## config.mk

```make
export PLATFORM = sky130hd
export DESIGN_NAME = serial_sub
export DESIGN_NICKNAME = d
export VERILOG_FILES = /design/src/rtl/serial_sub.sv
export SDC_FILE = /design/constraint.sdc
export NUM_CORES = 1
export LEC_CHECK = 0
export CORE_UTILIZATION = 25
export DETAILED_ROUTE_END_ITERATION = 10
export GPL_TIMING_DRIVEN = 0
export MAX_ROUTING_LAYER = met4
export PLACE_DENSITY_LB_ADDON = 0.05
export SYNTH_ARGS = -nofsm -noshare
export SYNTH_HDL_FRONTEND = slang
export SYNTH_SLANG_ARGS = --single-unit
```

## constraint.sdc

```tcl
create_clock -name clk -period 1.95 [get_ports clk]
set_clock_uncertainty 0.1 [all_clocks]
set_input_delay 0.39 -clock clk [delete_from_list [all_inputs] [get_ports clk]]
set_output_delay 0.39 -clock clk [all_outputs]
set_load 0.05 [all_outputs]
```

## src/rtl/serial_sub.sv

```systemverilog
// Bit-serial subtractor D = A - B - Bin, LSB first, one full-subtractor cell plus a borrow flop.
// Optional macro SERIAL_SUB_OVF_EN enables the signed overflow flag V (otherwise V is tied to 0).
module serial_sub #(
    parameter int W = 4
) (
    input  logic         clk,
    input  logic         rst_n,
    input  logic         start,
    input  logic [W-1:0] A,
    input  logic [W-1:0] B,
    input  logic         Bin,
    output logic         busy,
    output logic         done,
    output logic [W-1:0] D,
    output logic         Bout,
    output logic         V
);

    localparam int CW = $clog2(W);
    localparam logic [CW-1:0] LAST = CW'(W - 1);

    typedef enum logic [1:0] {
        IDLE = 2'd0,
        RUN  = 2'd1,
        DONE = 2'd2
    } state_t;

    state_t        state_r;
    state_t        state_nx_s;
    logic [W-1:0]  a_sr_r;
    logic [W-1:0]  b_sr_r;
    logic [W-1:0]  d_sr_r;
    logic          br_r;
    logic [CW-1:0] cnt_r;
    logic          accept_s;
    logic          last_s;
    logic          d_bit_s;
    logic          br_nx_s;
    logic          busy_nx_s;
    logic          done_nx_s;

    // Full-subtractor cell and control strobes
    always_comb begin
        d_bit_s  = a_sr_r[0] ^ b_sr_r[0] ^ br_r;
        br_nx_s  = (~a_sr_r[0] & b_sr_r[0]) | (~(a_sr_r[0] ^ b_sr_r[0]) & br_r);
        accept_s = (state_r == IDLE) && start;
        last_s   = (state_r == RUN) && (cnt_r == LAST);
    end

    // FSM state register
    always_ff @(posedge clk or negedge rst_n) begin
        if (!rst_n) begin
            state_r <= IDLE;
        end else begin
            state_r <= state_nx_s;
        end
    end

    // FSM next-state logic
    always_comb begin
        state_nx_s = state_r;
        case (state_r)
            IDLE: begin
                if (start) begin
                    state_nx_s = RUN;
                end else begin
                    state_nx_s = IDLE;
                end
            end
            RUN: begin
                if (last_s) begin
                    state_nx_s = DONE;
                end else begin
                    state_nx_s = RUN;
                end
            end
            DONE:    state_nx_s = IDLE;
            default: state_nx_s = IDLE;
        endcase
    end

    // FSM outputs, computed from the next state so the registered flags line up with it
    always_comb begin
        busy_nx_s = (state_nx_s != IDLE);
        done_nx_s = (state_nx_s == DONE);
    end

    // Registered handshake outputs
    always_ff @(posedge clk or negedge rst_n) begin
        if (!rst_n) begin
            busy <= 1'b0;
            done <= 1'b0;
        end else begin
            busy <= busy_nx_s;
            done <= done_nx_s;
        end
    end

    // Operand/result shift registers, borrow flop and bit counter
    always_ff @(posedge clk or negedge rst_n) begin
        if (!rst_n) begin
            a_sr_r <= '0;
            b_sr_r <= '0;
            d_sr_r <= '0;
            br_r   <= 1'b0;
            cnt_r  <= '0;
        end else if (accept_s) begin
            a_sr_r <= A;
            b_sr_r <= B;
            d_sr_r <= '0;
            br_r   <= Bin;
            cnt_r  <= '0;
        end else if (state_r == RUN) begin
            a_sr_r <= {1'b0, a_sr_r[W-1:1]};
            b_sr_r <= {1'b0, b_sr_r[W-1:1]};
            d_sr_r <= {d_bit_s, d_sr_r[W-1:1]};
            br_r   <= br_nx_s;
            cnt_r  <= cnt_r + CW'(1);
        end else begin
            a_sr_r <= a_sr_r;
            b_sr_r <= b_sr_r;
            d_sr_r <= d_sr_r;
            br_r   <= br_r;
            cnt_r  <= cnt_r;
        end
    end

    // Result registers: updated only on the last bit-step, held otherwise
    always_ff @(posedge clk or negedge rst_n) begin
        if (!rst_n) begin
            D    <= '0;
            Bout <= 1'b0;
        end else if (last_s) begin
            D    <= {d_bit_s, d_sr_r[W-1:1]};
            Bout <= br_nx_s;
        end else begin
            D    <= D;
            Bout <= Bout;
        end
    end

`ifdef SERIAL_SUB_OVF_EN
    logic a_msb_r;
    logic b_msb_r;

    // Operand sign capture and overflow flag; Bin deliberately excluded from V
    always_ff @(posedge clk or negedge rst_n) begin
        if (!rst_n) begin
            a_msb_r <= 1'b0;
            b_msb_r <= 1'b0;
            V       <= 1'b0;
        end else if (accept_s) begin
            a_msb_r <= A[W-1];
            b_msb_r <= B[W-1];
            V       <= V;
        end else if (last_s) begin
            a_msb_r <= a_msb_r;
            b_msb_r <= b_msb_r;
            V       <= (a_msb_r ^ b_msb_r) & (a_msb_r ^ d_bit_s);
        end else begin
            a_msb_r <= a_msb_r;
            b_msb_r <= b_msb_r;
            V       <= V;
        end
    end
`else
    assign V = 1'b0;
`endif

endmodule
```

Word-level counts from Yosys, hierarchy flattened

Index checks and enable logic that the tools add are counted.

Bits in registers: 24
Latch bits: 0
RAM bits: 0
Memory bits (read-only): 0
Input bits: 12
Word-level logic and storage cells: 39
Memories kept: 0

Add/subtract/negate cells: 1
Multiply operators: 0
Div/mod/pow operators: 0
Magnitude comparators: 0
Equal/unequal tests: 3
Shift-type cells: 0
Muxes and demuxes: 13
Bitwise logic cells: 7
Reductions and logical operators: 5

Operator list:

| kind                | number |
|---|---|
| $mux 4              | 6 |
| $mux 2              | 3 |
| $eq 2x2->1 const B  | 2 |
| $pmux 2 s2          | 1 |
| $reduce_bool 2->1   | 2 |
| $mux 1              | 3 |
| $add 2x1->2 const B | 1 |
| $and 1x1->1         | 2 |
| $eq 2x1->1 const B  | 1 |
| $logic_and 1x1->1   | 2 |
| $logic_not 2->1     | 1 |
| $not 1->1           | 2 |
| $xor 1x1->1         | 2 |
| $or 1x1->1          | 1 |

Logic depth before layout (Yosys ltp)

Gate-level depths: netlist of the first run.

Depth after elaboration: 6
Gate-level depth with buffers: 4

Least setup slack after synthesis of the first run

Ideal clock, no wire load.

Kind: register to register
From: register a_sr_r[0]
To: register D[3]
Data arrival time: 1.139 ns
Required time: 1.725 ns
Setup slack: 0.586 ns
Stages on the path, launching flop included: 3
Buffers on the path: 0
Period minus slack after synthesis: 1.364 ns
Cell sequence: dfrtp_1 -> fa_1 -> mux2_4

Word-level cells in the longest chain between the ends: 2

RTL lines:

| what                      | RTL line | RTL |
|---|---|---|
| start: declaration        | 30       | `logic [W-1:0] a_sr_r;` |
| start signal: assignment  | 114      | `a_sr_r <= {1'b0, a_sr_r[W-1:1]};` |
| start signal: assignment  | 120      | `a_sr_r <= a_sr_r;` |
| $xor 1x1->1 (2 in series) | 44       | `d_bit_s = a_sr_r[0] ^ b_sr_r[0] ^ br_r;` |
| named net d_bit_s         | 37       | `logic d_bit_s;` |
| end signal: assignment    | 134      | `D <= {d_bit_s, d_sr_r[W-1:1]};` |
| end: declaration          | 14       | `output logic [W-1:0] D,` |

The timed path passes the listed nets, and every way through them passes these cells.
A chain may end at the register's enable or synchronous reset.

Worst setup path after layout of the first run

From: register D[2]
To: output D[2]

No word-level cell between the ends.

==> results of run 1 <==
path summary, 6_finish.rpt:
kind | from | endpoint | slack [ps] | depth (start not counted)
max | D[2]$_DFFE_PN0P_ | D[2] | 50 | 1
min | Bout$_DFFE_PN0P_ | Bout$_DFFE_PN0P_ | 390 | 2
max reg2reg | b_sr_r[0]$_DFFE_PN0P_ | D[3]$_DFFE_PN0P_ | 500 | 3
min reg2reg | Bout$_DFFE_PN0P_ | Bout$_DFFE_PN0P_ | 390 | 2
max in group asynchronous | rst_n | D[2]$_DFFE_PN0P_ | 520 | 1
min in group asynchronous | rst_n | a_sr_r[2]$_DFFE_PN0P_ | 590 | 1
Yosys cell counts:
master    number
or3_1          1
a22o_1         4
a221oi_2       1
a21oi_1        7
nor2b_1        1
nor2_1         2
fa_1           1
inv_1          6
nand3b_4       1
ha_1           1
nor2_2         1
inv_2          1
nand2b_1       2
clkbuf_1       1
buf_6          2
o21bai_2       1
and2b_1        1
dfrtp_1       23
mux2_4         4
o21ai_1        1
o22ai_1       12
o21ai_0        5
buf_4          1
buf_2          1
o31ai_1        1
nand2_1        4
conb_1         1
routing by layer:
layer  up-vias  part of all wire  GRT usage
met5         -                 0          -
met4         0             0.020     0.0638
met3         4             0.054     0.0241
met2        21              0.43      0.186
met1       342              0.49      0.159
li1        353                 -          -
final cells by class:
type,count,area [µm²],share of cell area
clock buffers,4,45.0,0.0341
flip-flops and latches,23,576,0.435
inverters,7,26.3,0.0199
repair buffers,18,190,0.144
well taps,48,60.1,0.0454
multi-input cells,52,387,0.292
plain buffers,5,38.8,0.0293
state kept, by name (all words and copies together) (netlist names):
register and cells:
a_sr_r 4, cnt_r 2, state_r 2, b_sr_r 4, br_r 1, D 4
Bout 1, busy 1, done 1, d_sr_r 3
logic make-up after synthesis:
| group | Yosys count | share of synthesized area |
|---|---|---|
| compound gates | 32 | 0.203 |
| fa+ha+maj | 2 | 0.0317 |
| buf+inv | 12 | 0.0633 |
| flops | 23 | 0.560 |
| mux | 4 | 0.0585 |
| other cells | 1 | 0.00365 |
| simple gates | 13 | 0.0792 |
power breakdown:
part	total, µW	switching [µW]	internal, µW
logic	1060	608	454
registers	821	133	688
clock network	300	154	146
stage by stage:
stage / total power (µW) / area (µm²)
final: 2180 / 1320
after global routing: 2350 / 1320
after CTS: 2210 / 1310
after detailed placement: 1900 / 1270
after global placement: 1890 / 1270
after floorplan: 1590 / 1030
repair_timing:
action | 4_1_cts | 5_1_grt
setup endpoints to repair | 0 | 4
setup buffers | 0 | 0
gates resized for setup | 0 | 4
==> flow_summary.yaml, run 1 <==
synthesis:
  syn-num-nets: 101
  syn_inst: 87
  synth_top_area_frac: 0.560
  synth_cell_types: 27
  synth_area_per_cell_um2: 11.8
  synth-seq-cells: 23
  synth_top_area_cell: "dfrtp_1"
  ys_seq_area_frac: 0.560
  yosysWarnings: 0
  synth.area.top_cells: "dfrtp_1, o22ai_1, mux2_4"
  syn-cell-area_mm2: 0.00103
detailed_routing:
  drtPass1Iterations: 4
  antenna_left: 0
  num_vias: 720
  drt-wirelength-per-cell_um: 14.2
  routed_wl_um: 2240
  drc_errors: 0
  vias_per_cell: 4.59
  dr.first_iter.drc_count: 19
finish:
  fin_cells: 157
  utilization: 0.348
  most-common-layout-cells: "dfrtp_1, clkdlybuf4s50_1, o22ai_1"
  synthToLayoutAreaGrowth_pct: 28.7
  num-fill-cells: 387
  drive_gt1_frac: 0.147
  final_common_cell: "dfrtp_1"
  diodes: 0
  layout.nets: 124
clocking:
  htree_levels: 1
  numCtsBuffers: 3
  cts_hold_buf: 0
  cts-root-buf: "clkbuf_8"
  worstSkewPairLatency_ps: 270
  clkTransAtPathRegs_ps: 80
  cts_sinks: 23
  cts_tree: "built"
  cts.path.max_buffers: 2
worst_setup_path:
  critPathKind: "flop to primary output"
  slowest_stage: "clkdlybuf4s50_1"
  start_kind: "flop"
  worst_ep_arrival_time_ps: 1410
  cp.required_ps: 1460
  cp_max_fo: 2
  crit_family: "buffers and inverters"
  worstPathCellList: "clkdlybuf4s50_1"
  critical-path-max-stage-delay_ps: 800
  cp-end-kind: "primary output"
  path_buf_inv: 1
timing:
  fmax_ghz: 0.525
  fin_ws_ps: 45.3
  setup_viol: 0
  period_share: 0.977
  slew_headroom: 0.293
  layout_min_cycle_time_ps: 1900
  rsz0062_at_grt: "no"
  hold_viol: 0
  worst_slew_pin_slew_ps: 1060
  finalSetupTns_ps: 0
  timing.hold.ws_ps: 389
  slew_violations: 0
power_and_ir_drop:
  power_density_mw_per_mm2: 1650
  leakage_uw: 0.000655
  peakVddDrop_mv: 0.496
min_path:
  hold_class: "flop to flop"
placement:
  port-buffer-count: 18
  post-place-ws_ps: 126
  place_inst: 153
  gp_congestion: 0.710
  dp_hpwl_um: 1530
die:
  die_w_um: 66.1
  die_h_um: 66.1
  core_mm2: 0.00380
  die-area_mm2: 0.00437
  io_pins: 20
  start_util: 0.270
  rows: 22
global_route:
  grt_max_degree: 24
  antenna_found_initial: 0
  grt_pass1_vias: 787
  grtUsageTotal: 0.124
  grt_pass1_wl_um: 3850
  overflow: 0
run_status:
  status: "completed"
flow_run:
  maxCapViolations: 0
Note: power is estimated with default switching activity, not from simulation.
==> inputs of run 2 (changes only) <==
--- a/config.mk
+++ b/config.mk
@@ -5,7 +5,7 @@
 export SDC_FILE = /design/constraint.sdc
 export NUM_CORES = 1
 export LEC_CHECK = 0
-export CORE_UTILIZATION = 25
+export CORE_UTILIZATION = 45
 export DETAILED_ROUTE_END_ITERATION = 10
 export GPL_TIMING_DRIVEN = 0
 export MAX_ROUTING_LAYER = met4
==> flow_summary.yaml, run 2 (synthesized netlist as in run 1, its figures left out) <==
finish:
  most-common-layout-cells: "dfrtp_1, o22ai_1, clkdlybuf4s50_1"
  layout.nets: 124
  utilization: 0.612
  fin_area_mm2: 0.00126
  diodes: 0
  drive_gt1_frac: 0.147
  final_common_cell: "dfrtp_1"
  synthToLayoutAreaGrowth_pct: 22.9
  reg_top3: "D: 4 flops, a_sr_r: 4 flops, b_sr_r: 4 flops"
flow_run:
  maxCapViolations: 0
worst_setup_path:
  path_buf_inv: 1
  cp-end-kind: "primary output"
  worstPathCellList: "dlygate4sd2_1"
  cp.required_ps: 1460
  critPathKind: "flop to primary output"
  reg2reg_depth: 2
  worst_ep_arrival_time_ps: 1200
  start_kind: "flop"
  critical-path-max-stage-delay_ps: 530
  slowest_stage: "dlygate4sd2_1"
  cp.depth: 1
  crit_family: "buffers and inverters"
  cp_max_fo: 2
clocking:
  numCtsBuffers: 3
  clkTransAtPathRegs_ps: 110
  cts_setup_buffers: 0
  htree_levels: 1
  cts_hold_buf: 0
  ctsResizeCount: 6
  cts-root-buf: "clkbuf_4"
  cts.path.max_buffers: 2
  cts_tree: "built"
  worstSkewPairLatency_ps: 310
  cts_sinks: 23
global_route:
  overflow: 0
  antenna_found_initial: 0
  grt_max_degree: 24
  grt_pass1_wl_um: 3240
  grtUsageTotal: 0.183
  grt_pass1_vias: 729
min_path:
  hold_class: "flop to flop"
  hold_depth: 2
timing:
  worst_slew_pin_slew_ps: 998
  fmax_ghz: 0.591
  setup_viol: 0
  slew_headroom: 0.333
  period_share: 0.867
  rsz0062_at_grt: "no"
  slew_violations: 0
  layout_min_cycle_time_ps: 1690
  hold_viol: 0
  fin_ws_ps: 259
  finalSetupTns_ps: 0
detailed_routing:
  drc_errors: 0
  vias_per_cell: 5.23
  routed_wl_um: 1840
  num_vias: 711
  drtPass1Iterations: 4
  drt-wirelength-per-cell_um: 13.5
  antenna_left: 0
  dr.first_iter.drc_count: 24
power_and_ir_drop:
  power_density_mw_per_mm2: 1610
  peakVddDrop_mv: 0.825
  leakage_uw: 0.000626
placement:
  post-place-ws_ps: 213
  postPlaceCellArea_mm2: 0.00124
  gp_congestion: 0.739
  port-buffer-count: 18
  dp_hpwl_um: 1310
die:
  die_h_um: 49.8
  die-area_mm2: 0.00248
  core_mm2: 0.00206
  rows: 16
  io_pins: 20
  start_util: 0.498
  die_w_um: 49.8
run_status:
  status: "completed"
-- run 2: cell count changes in the layout (fill, tap and decap cells not counted), sizes merged --
cell	previous run	this run
dlygate4sd2	0	6
clkdlybuf4s50	14	11
dlymetal6s2s	4	1
-- run 2: cell type report --
class                   instances  area [µm²]
plain buffers                   5        38.8
clock buffers                   4        26.3
fillers                       170         800
inverters                       7        26.3
multi-input cells              52         387
flip-flops and latches         23         576
well taps                      27        33.8
repair buffers                 18         175
-- run 2: through the flow --
step / power [µW] / cells / hold slack (ps)
5_1_grt: 2180 / 136 / 417
3_3_place_gp: 1860 / 132 / 369
3_5_place_dp: 1880 / 132 / 370
4_1_cts: 2060 / 136 / 394
6_report: 2040 / 136 / 387
2_1_floorplan: 1590 / 87 / -5.59
-- run 2: final timing paths --
check                                      start                     to  slack, ps
setup reg to reg           a_sr_r[0]$_DFFE_PN0P_       D[3]$_DFFE_PN0P_        520
setup / recovery                D[0]$_DFFE_PN0P_                   D[0]        260
hold reg to reg                 Bout$_DFFE_PN0P_       Bout$_DFFE_PN0P_        390
hold / removal                  Bout$_DFFE_PN0P_       Bout$_DFFE_PN0P_        390
min in group asynchronous                  rst_n  a_sr_r[3]$_DFFE_PN0P_        520
max in group asynchronous                  rst_n       D[1]$_DFFE_PN0P_        630
-- run 2: report_power, final --
group	internal, µW	switching, µW	total (µW)
logic	418	590	1010
registers	687	127	814
clock network	79.9	134	214
total	1180	851	2040
-- run 2: metal layers --
metal	global-route usage	up-vias	wire length (µm)
li1	-	356	-
met1	0.243	332	959
met2	0.277	18	770
met3	0.0278	5	69
met4	0.0857	0	42
met5	-	-	0
==> inputs of run 3 (changes only) <==
--- a/config.mk
+++ b/config.mk
@@ -7,9 +7,11 @@
 export LEC_CHECK = 0
 export CORE_UTILIZATION = 45
 export DETAILED_ROUTE_END_ITERATION = 10
+export GPL_ROUTABILITY_DRIVEN = 0
 export GPL_TIMING_DRIVEN = 0
 export MAX_ROUTING_LAYER = met4
 export PLACE_DENSITY_LB_ADDON = 0.05
+export RECOVER_POWER = 25
 export SYNTH_ARGS = -nofsm -noshare
 export SYNTH_HDL_FRONTEND = slang
 export SYNTH_SLANG_ARGS = --single-unit
==> flow_summary.yaml, run 3 (synthesized netlist as in run 1, its figures left out) <==
timing:
  fmax_ghz: 0.588
  period_share: 0.873
  rsz0062_at_grt: "no"
  worst_slew_pin_slew_ps: 973
  fin_ws_ps: 248
  timing.hold.ws_ps: 387
  hold_viol: 0
  layout_min_cycle_time_ps: 1700
  setup_viol: 0
  slew_headroom: 0.349
  finalSetupTns_ps: 0
  slew_violations: 0
clocking:
  cts_sinks: 23
  cts.path.max_buffers: 2
  cts_tree: "built"
  numCtsBuffers: 3
  cts-root-buf: "clkbuf_4"
  htree_levels: 1
  clkTransAtPathRegs_ps: 110
  worstSkewPairLatency_ps: 310
  cts_setup_buffers: 0
detailed_routing:
  vias_per_cell: 5.24
  drtPass1Iterations: 4
  antenna_left: 0
  num_vias: 712
  drc_errors: 0
  routed_wl_um: 1830
  drt-wirelength-per-cell_um: 13.5
  dr.first_iter.drc_count: 24
placement:
  port-buffer-count: 18
  post-place-ws_ps: 213
  dp_hpwl_um: 1310
finish:
  layout.nets: 124
  utilization: 0.595
  reg_top3: "D: 4 flops, a_sr_r: 4 flops, b_sr_r: 4 flops"
  most-common-layout-cells: "dfrtp_1, o22ai_1, clkdlybuf4s50_1"
  synthToLayoutAreaGrowth_pct: 19.4
  diodes: 0
  final_common_cell: "dfrtp_1"
  drive_gt1_frac: 0.0826
worst_setup_path:
  crit_family: "buffers and inverters"
  path_buf_inv: 2
  worst_ep_arrival_time_ps: 1840
  slowest_stage: "dlygate4sd3_1"
  critPathKind: "primary input to flop"
  cp-end-kind: "flop"
  start_kind: "primary input"
  worst-r2r-setup-slack_ps: 330
  reg2reg_depth: 3
  cp.depth: 5
  worstPathCellList: "dlygate4sd3_1 > clkbuf_1 > o21bai_1 > nand2_1 > o21ai_1"
  cp.required_ps: 2090
  critical-path-max-stage-delay_ps: 570
  cp_max_fo: 10
min_path:
  hold_class: "flop to flop"
  hold_depth: 2
power_and_ir_drop:
  peakVddDrop_mv: 0.825
  power_density_mw_per_mm2: 1610
  p_total_uw: 1970
  leakage_uw: 0.000586
global_route:
  antenna_found_initial: 0
  grt_pass1_wl_um: 3240
  grtUsageTotal: 0.183
  grt_pass1_vias: 729
  overflow: 0
  grt_max_degree: 24
run_status:
  status: "completed"
die:
  die_w_um: 49.8
  rows: 16
  die_h_um: 49.8
  core_mm2: 0.00206
  start_util: 0.498
  die-area_mm2: 0.00248
  io_pins: 20
flow_run:
  maxCapViolations: 0
==> run 3: power by group <==
group          internal (µW)  leakage [µW]  total [µW]  switching [µW]
combinational            374      0.000288         951             577
clock                   79.9     0.0000150         213             133
sequential               687      0.000283         810             123
==> run 3: metal layers <==
metal | global-route usage | vias to the layer above | wire (µm)
li1 | - | 355 | -
met1 | 0.243 | 332 | 917
met2 | 0.277 | 20 | 796
met3 | 0.0278 | 5 | 76
met4 | 0.0857 | 0 | 42
met5 | - | - | 0
==> run 3: worst min-delay path: stages (launching register included) <==
cell and delay [ps]:
dfrtp_1 360, nand2_1 40, o21ai_0 60
==> run 3: path summary, 6_finish.rpt <==
path	end	start
max	cnt_r[0]$_DFFE_PN0P_	start
min	Bout$_DFFE_PN0P_	Bout$_DFFE_PN0P_
max reg2reg	D[0]$_DFFE_PN0P_	state_r[1]$_DFF_PN0_
min reg2reg	Bout$_DFFE_PN0P_	Bout$_DFFE_PN0P_
max in group asynchronous	D[1]$_DFFE_PN0P_	rst_n
min in group asynchronous	a_sr_r[3]$_DFFE_PN0P_	rst_n
==> run 3: cell type report <==
cell class / instances / area (µm²)
Fill cell: 180 / 836
Tap cell: 27 / 33.8
Clock buffer: 4 / 26.3
Timing Repair Buffer: 18 / 175
Buffer: 5 / 30.0
Multi-Input combinational cell: 52 / 359
Inverter: 7 / 26.3
Sequential cell: 23 / 576
==> run 3: stage by stage <==
stage,cell area (µm²),instances
after floorplan,1030,87
after global placement,1240,132
after detailed placement,1240,132
after CTS,1260,136
after global routing,1230,136
final,1230,136
==> run 3: timing repair <==
item | in CTS | in global routing
setup endpoints to repair | 6 | 1
gates resized for setup | 6 | 1
hold buffers | 0 | 0
